`src/rtl/puf_response_voter.sv`:
```
// puf_response_voter: repeats one PUF challenge NUM_EVAL times, majority-votes each
// response bit and flags bits whose samples disagreed, delivered over valid/ready.
module puf_response_voter #(
    parameter int WIDTH         = 32,
    parameter int NUM_EVAL      = 7,
    parameter int SETTLE_CYCLES = 4
) (
    input  logic             clk,
    input  logic             clr,
    input  logic             start,
    input  logic [WIDTH-1:0] chal_in,
    output logic [WIDTH-1:0] C,
    output logic             puf_clr,
    input  logic [WIDTH-1:0] O_in,
    output logic             busy,
    output logic [WIDTH-1:0] resp,
    output logic [WIDTH-1:0] unstable_mask,
    output logic             resp_valid,
    input  logic             resp_ready
);
    if (NUM_EVAL < 1 || NUM_EVAL > 15 || NUM_EVAL % 2 == 0) begin : g_bad_eval
        $error("NUM_EVAL must be odd and within 1..15");
    end
    if (SETTLE_CYCLES < 1 || SETTLE_CYCLES > 255) begin : g_bad_settle
        $error("SETTLE_CYCLES must be within 1..255");
    end

    localparam logic [3:0] NE   = 4'(NUM_EVAL);
    localparam logic [3:0] HALF = 4'((NUM_EVAL - 1) / 2);
    localparam logic [7:0] SC   = 8'(SETTLE_CYCLES - 1);

    typedef enum logic [2:0] {IDLE, CLRP, SETTLE, SAMPLE, DONE} state_t;

    state_t           state_q, state_d;
    logic [WIDTH-1:0] c_q, c_d, resp_q, resp_d, mask_q, mask_d;
    logic [3:0]       cnt_q [WIDTH];
    logic [3:0]       cnt_d [WIDTH];
    logic [3:0]       eval_q, eval_d;
    logic [7:0]       settle_q, settle_d;

    always_comb begin
        state_d  = state_q;
        c_d      = c_q;
        resp_d   = resp_q;
        mask_d   = mask_q;
        cnt_d    = cnt_q;
        eval_d   = eval_q;
        settle_d = settle_q;
        case (state_q)
            IDLE: if (start) begin
                state_d = CLRP;
                c_d     = chal_in;
                eval_d  = '0;
                for (int i = 0; i < WIDTH; i++) cnt_d[i] = '0;
            end
            CLRP: begin
                state_d  = SETTLE;
                settle_d = SC;
            end
            SETTLE: begin
                state_d  = (settle_q == '0) ? SAMPLE : SETTLE;
                settle_d = (settle_q == '0) ? settle_q : settle_q - 8'd1;
            end
            SAMPLE: begin
                for (int i = 0; i < WIDTH; i++) cnt_d[i] = cnt_q[i] + {3'b0, O_in[i]};
                eval_d  = eval_q + 4'd1;
                state_d = (eval_d == NE) ? DONE : CLRP;
                // vote on the updated counts so the last sample is included
                if (eval_d == NE) begin
                    for (int i = 0; i < WIDTH; i++) begin
                        resp_d[i] = cnt_d[i] > HALF;
                        mask_d[i] = (cnt_d[i] != '0) && (cnt_d[i] != NE);
                    end
                end
            end
            DONE:    state_d = resp_ready ? IDLE : DONE;
            default: state_d = IDLE;
        endcase
    end

    always_ff @(posedge clk or negedge clr) begin
        if (!clr) begin
            state_q  <= IDLE;
            c_q      <= '0;
            resp_q   <= '0;
            mask_q   <= '0;
            eval_q   <= '0;
            settle_q <= '0;
            for (int i = 0; i < WIDTH; i++) cnt_q[i] <= '0;
        end else begin
            state_q  <= state_d;
            c_q      <= c_d;
            resp_q   <= resp_d;
            mask_q   <= mask_d;
            eval_q   <= eval_d;
            settle_q <= settle_d;
            cnt_q    <= cnt_d;
        end
    end

    assign C             = c_q;
    assign resp          = resp_q;
    assign unstable_mask = mask_q;
    assign puf_clr       = state_q == CLRP;
    assign busy          = state_q != IDLE;
    assign resp_valid    = state_q == DONE;
endmodule

```
`config.mk`:
```
export PLATFORM = sky130hd
export DESIGN_NAME = puf_response_voter
export DESIGN_NICKNAME = d
export VERILOG_FILES = /design/src/rtl/puf_response_voter.sv
export SDC_FILE = /design/constraint.sdc
export NUM_CORES = 1
export LEC_CHECK = 0
export BUFFER_PORTS_ARGS = -buffer_cell sky130_fd_sc_hd__clkbuf_2
export CORE_UTILIZATION = 25
export DETAILED_ROUTE_END_ITERATION = 12
export MAX_ROUTING_LAYER = met4
export SYNTH_ARGS = -nofsm -noshare
export SYNTH_HDL_FRONTEND = slang
export SYNTH_SLANG_ARGS = --single-unit
```
`constraint.sdc`:
```
create_clock -name clk -period 4.79 [get_ports clk]
set_clock_uncertainty 0.2 [all_clocks]
set_input_delay 1.437 -clock clk [delete_from_list [all_inputs] [get_ports clk]]
set_output_delay 1.437 -clock clk [all_outputs]
set_load 0.005 [all_outputs]
```
==> results.yml <==
synth:
  synthesis.area_per_instance_um2: 10.4
  yosys_register_bits: 239
  yosysSeqAreaShare: 0.508
  count_of_flip_flops_with_a_built_in_enable_after_synthesis: 0
  post_synth_num_cell_types: 45
  synth.yosys.warnings: 0
  synth.cell_area_mm2: 0.0118
  synthesis.instances: 1136
  synth_flop_cell: "sky130_fd_sc_hd__dfrtp_1"
  synth_most_common_cell: "sky130_fd_sc_hd__dfrtp_1"
  yosys-top-cells-area: "sky130_fd_sc_hd__dfrtp_1 (51%), sky130_fd_sc_hd__mux2_2 (8.2%), sky130_fd_sc_hd__ha_1 (7.2%), sky130_fd_sc_hd__o21ai_0 (6.9%), sky130_fd_sc_hd__nand2_1 (6.3%)"
  yosys-top-cells-count: "sky130_fd_sc_hd__dfrtp_1 (239), sky130_fd_sc_hd__nand2_1 (197), sky130_fd_sc_hd__o21ai_0 (163), sky130_fd_sc_hd__mux2_2 (86)"
  syn-num-nets: 1272
  async_flop_share: 1.00
  synth_largest_type_area_fraction: 0.508
  synth.largest_area_cell: "sky130_fd_sc_hd__dfrtp_1"
floorplan:
  core-area_mm2: 0.0466
  floorplan.die.width_um: 219
  floorplan.initialDensity: 0.253
  die_y_um: 219
  placementRows: 79
  die_area_mm2: 0.0480
  boundaryPins: 167
layout:
  final_net_count: 1418
  layout-drive-gt1-share: 0.239
  area.sequential_mm2: 0.00598
  syn_to_final_growth_pct: 20.3
  multi_input_gate_area_mm2: 0.00551
  fillerInstances: 4758
clock_network:
  hold_buffers: 0
  insertion_delay_ns: 0.54
  cts_buffers: 29
  cts-resized-gates: 0
  clock_tree.root_cell: "sky130_fd_sc_hd__clkbuf_16"
  clock_tree_from_tritoncts: "done"
  clk_transition_reported_paths_ns: 0.06
  cts_htree_levels: 1
  postCtsSetupRepairBufs: 0
  clock_sink_count: 239
  maximum_count_of_clock_buffers_along_a_single_path: 3
setup_path:
  critical_path.cell_chain: "nor3b_2, clkbuf_2"
  worst-setup-path-type: "reg2out"
  cp_max_fo: 10
  ff2ff_path_depth: 3
  critical_path.reg2reg.endpoint: "resp[4]$_DFFE_PN0P_"
  crit_path_start: "state_q[0]$_DFFE_PN0P_"
  reg2reg_slack_ns: 1.72
  arrival_ns: 1.95
  setup.worst_path.start_class: "register"
  critical-path-max-stage-delay_ns: 0.61
  reg2reg_from: "state_q[2]$_DFFE_PN0P_"
  critPathRequiredTime_ns: 3.15
  endpoint_kind: "primary output"
  critPathSlowestCell: "sky130_fd_sc_hd__nor3b_2"
  critPathCapture: "puf_clr"
power_and_ir_drop:
  vdd_ir_drop_max_mv: 0.263
  static-leakage-power_nw: 6.38
  total_power_mw: 7.74
  power_density_mw_per_mm2: 546
sta:
  final-max-slew-violation-count: 0
  finalCriticalPeriod_ns: 3.58
  setup_viol: 0
  worst_slew_margin_rel: 0.308
  timing.final.crit_share: 0.748
  setup_slack_ns: 1.21
  rsz0062_at_grt: "no"
  final_hold_viols: 0
  timing.setup.tns_ns: 0
  maxClockFrequency_mhz: 279
  final.hold.worst_slack_ns: 0.281
  worstMarginPinSlew_ns: 1.04
place:
  gpl.final_weighted_congestion: 0.734
  placement.io_buffers: 166
  pre_cts_slack_ns: 1.56
  place_hpwl_um: 15400
run_status:
  status: "completed"
grt:
  first_global_vias: 8474
  maximum_number_of_pins_on_one_net_before_global_route_repair: 167
  grt_remaining_overflow: 0
  antenna_found_initial: 1
  gr-usage-all-layers: 0.108
  grt_pass1_wl_um: 41900
job:
  maxCapViolations: 0
routing:
  antenna_violating_nets_remaining: 0
  drt_iter0_drc: 386
  wire_per_inst_um: 13.0
  drt-pass1-iter-count: 5
  overall_routed_net_length_um: 24800
  vias: 8593
  drcViolationCount: 0
  post_drt_via_cell_ratio: 4.50
worst_hold_path:
  number_of_instances_on_the_worst_hold_path: 1
  hold_path_class: "reg2reg"
flip-flops by register name, indices dropped and copies added (netlist names):
name	count
C	32
unstable_mask	32
resp	32
eval_q	4
settle_q	8
cnt_q	128
state_q	3
metal layers:
| metal | GRT usage | wire [um] | share of wire |
|---|---|---|---|
| met1 | 0.137 | 11600 | 0.47 |
| met2 | 0.174 | 11400 | 0.46 |
| met3 | 0.0213 | 1300 | 0.052 |
| met4 | 0.0326 | 566 | 0.023 |
| met5 | - | 0 | 0 |
how the worst min path moves through the flow:
| stage | from | to | slack (ns) |
|---|---|---|---|
| after detailed placement | resp[23]$_DFFE_PN0P_ | resp[23]$_DFFE_PN0P_ | 0.27 |
| after global routing | resp[15]$_DFFE_PN0P_ | resp[15]$_DFFE_PN0P_ | 0.31 |
| final | resp[15]$_DFFE_PN0P_ | resp[15]$_DFFE_PN0P_ | 0.28 |
| after global placement | resp[23]$_DFFE_PN0P_ | resp[23]$_DFFE_PN0P_ | 0.27 |
| after CTS | resp[23]$_DFFE_PN0P_ | resp[23]$_DFFE_PN0P_ | 0.29 |
| after floorplan | settle_q[0]$_DFFE_PN0P_ | settle_q[0]$_DFFE_PN0P_ | 0.27 |
layout make-up:
cell class | instances | share of cell area
inverters | 6 | 0.00159
well taps | 607 | 0.0536
clock buffers | 45 | 0.0625
flip-flops and latches | 239 | 0.422
repair buffers | 172 | 0.0660
diodes | 1 | 0.000177
clock inverters | 5 | 0.00565
multi-input cells | 834 | 0.389
layout by cell type (no fill, tap or decap), types with 2 or more instances in the layout:
| master | netlist | layout |
|---|---|---|
| sky130_fd_sc_hd__o21ai_0 | 163 | 163 |
| sky130_fd_sc_hd__nand2b_1 | 32 | 32 |
| sky130_fd_sc_hd__clkbuf_8 | 0 | 10 |
| sky130_fd_sc_hd__nand3b_1 | 2 | 2 |
| sky130_fd_sc_hd__nand3_1 | 33 | 33 |
| sky130_fd_sc_hd__nor3_1 | 36 | 36 |
| sky130_fd_sc_hd__mux2_1 | 10 | 10 |
| sky130_fd_sc_hd__bufinv_16 | 0 | 2 |
| sky130_fd_sc_hd__clkbuf_1 | 31 | 6 |
| sky130_fd_sc_hd__clkbuf_16 | 0 | 29 |
| sky130_fd_sc_hd__dfrtp_1 | 239 | 239 |
| sky130_fd_sc_hd__clkbuf_2 | 0 | 165 |
| sky130_fd_sc_hd__a21oi_1 | 5 | 5 |
| sky130_fd_sc_hd__o211ai_1 | 3 | 3 |
| sky130_fd_sc_hd__buf_12 | 0 | 4 |
| sky130_fd_sc_hd__o31ai_1 | 2 | 2 |
| sky130_fd_sc_hd__inv_1 | 6 | 6 |
| sky130_fd_sc_hd__xor2_1 | 68 | 68 |
| sky130_fd_sc_hd__ha_1 | 68 | 68 |
| sky130_fd_sc_hd__o22ai_1 | 33 | 33 |
| sky130_fd_sc_hd__clkinvlp_4 | 0 | 2 |
| sky130_fd_sc_hd__mux2_2 | 86 | 86 |
| sky130_fd_sc_hd__or3b_2 | 2 | 2 |
| sky130_fd_sc_hd__and3_1 | 32 | 32 |
| sky130_fd_sc_hd__buf_4 | 3 | 2 |
| sky130_fd_sc_hd__nor2_1 | 40 | 39 |
| sky130_fd_sc_hd__nand2_1 | 197 | 197 |
logic make-up (layout without fill, tap and decap cells):
group / Yosys count / after routing / share of synthesized area
buf+inv: 63 / 228 / 0.0267
simple gates: 387 / 387 / 0.153
xor+xnor: 69 / 69 / 0.0513
fa+ha+maj: 68 / 68 / 0.0722
flops: 239 / 239 / 0.508
other cells: 0 / 1 / 0
mux: 97 / 97 / 0.0926
compound gates: 213 / 213 / 0.0966
power breakdown:
group          leakage, nW  internal, mW  switching (mW)
combinational         3.15          1.12            1.17
clock                0.469          1.36           0.846
sequential            2.76          2.73           0.509
total                 6.38          5.22            2.53
metrics by stage:
| stage | util | cell area, um^2 | cells |
|---|---|---|---|
| after floorplan | - | 11800 | 1136 |
| after global placement | 0.284 | 13200 | 1858 |
| after detailed placement | 0.284 | 13200 | 1858 |
| after CTS | 0.304 | 14200 | 1908 |
| after global routing | 0.304 | 14200 | 1909 |
| final | 0.304 | 14200 | 1909 |
worst max-delay path: cells and delay by family (launching register included):
family / cells / cell delay, ns
simple gates: 1 / 0.61
buf+inv: 1 / 0.22
flops: 1 / 0.57
(Power assumes the default switching activity.)
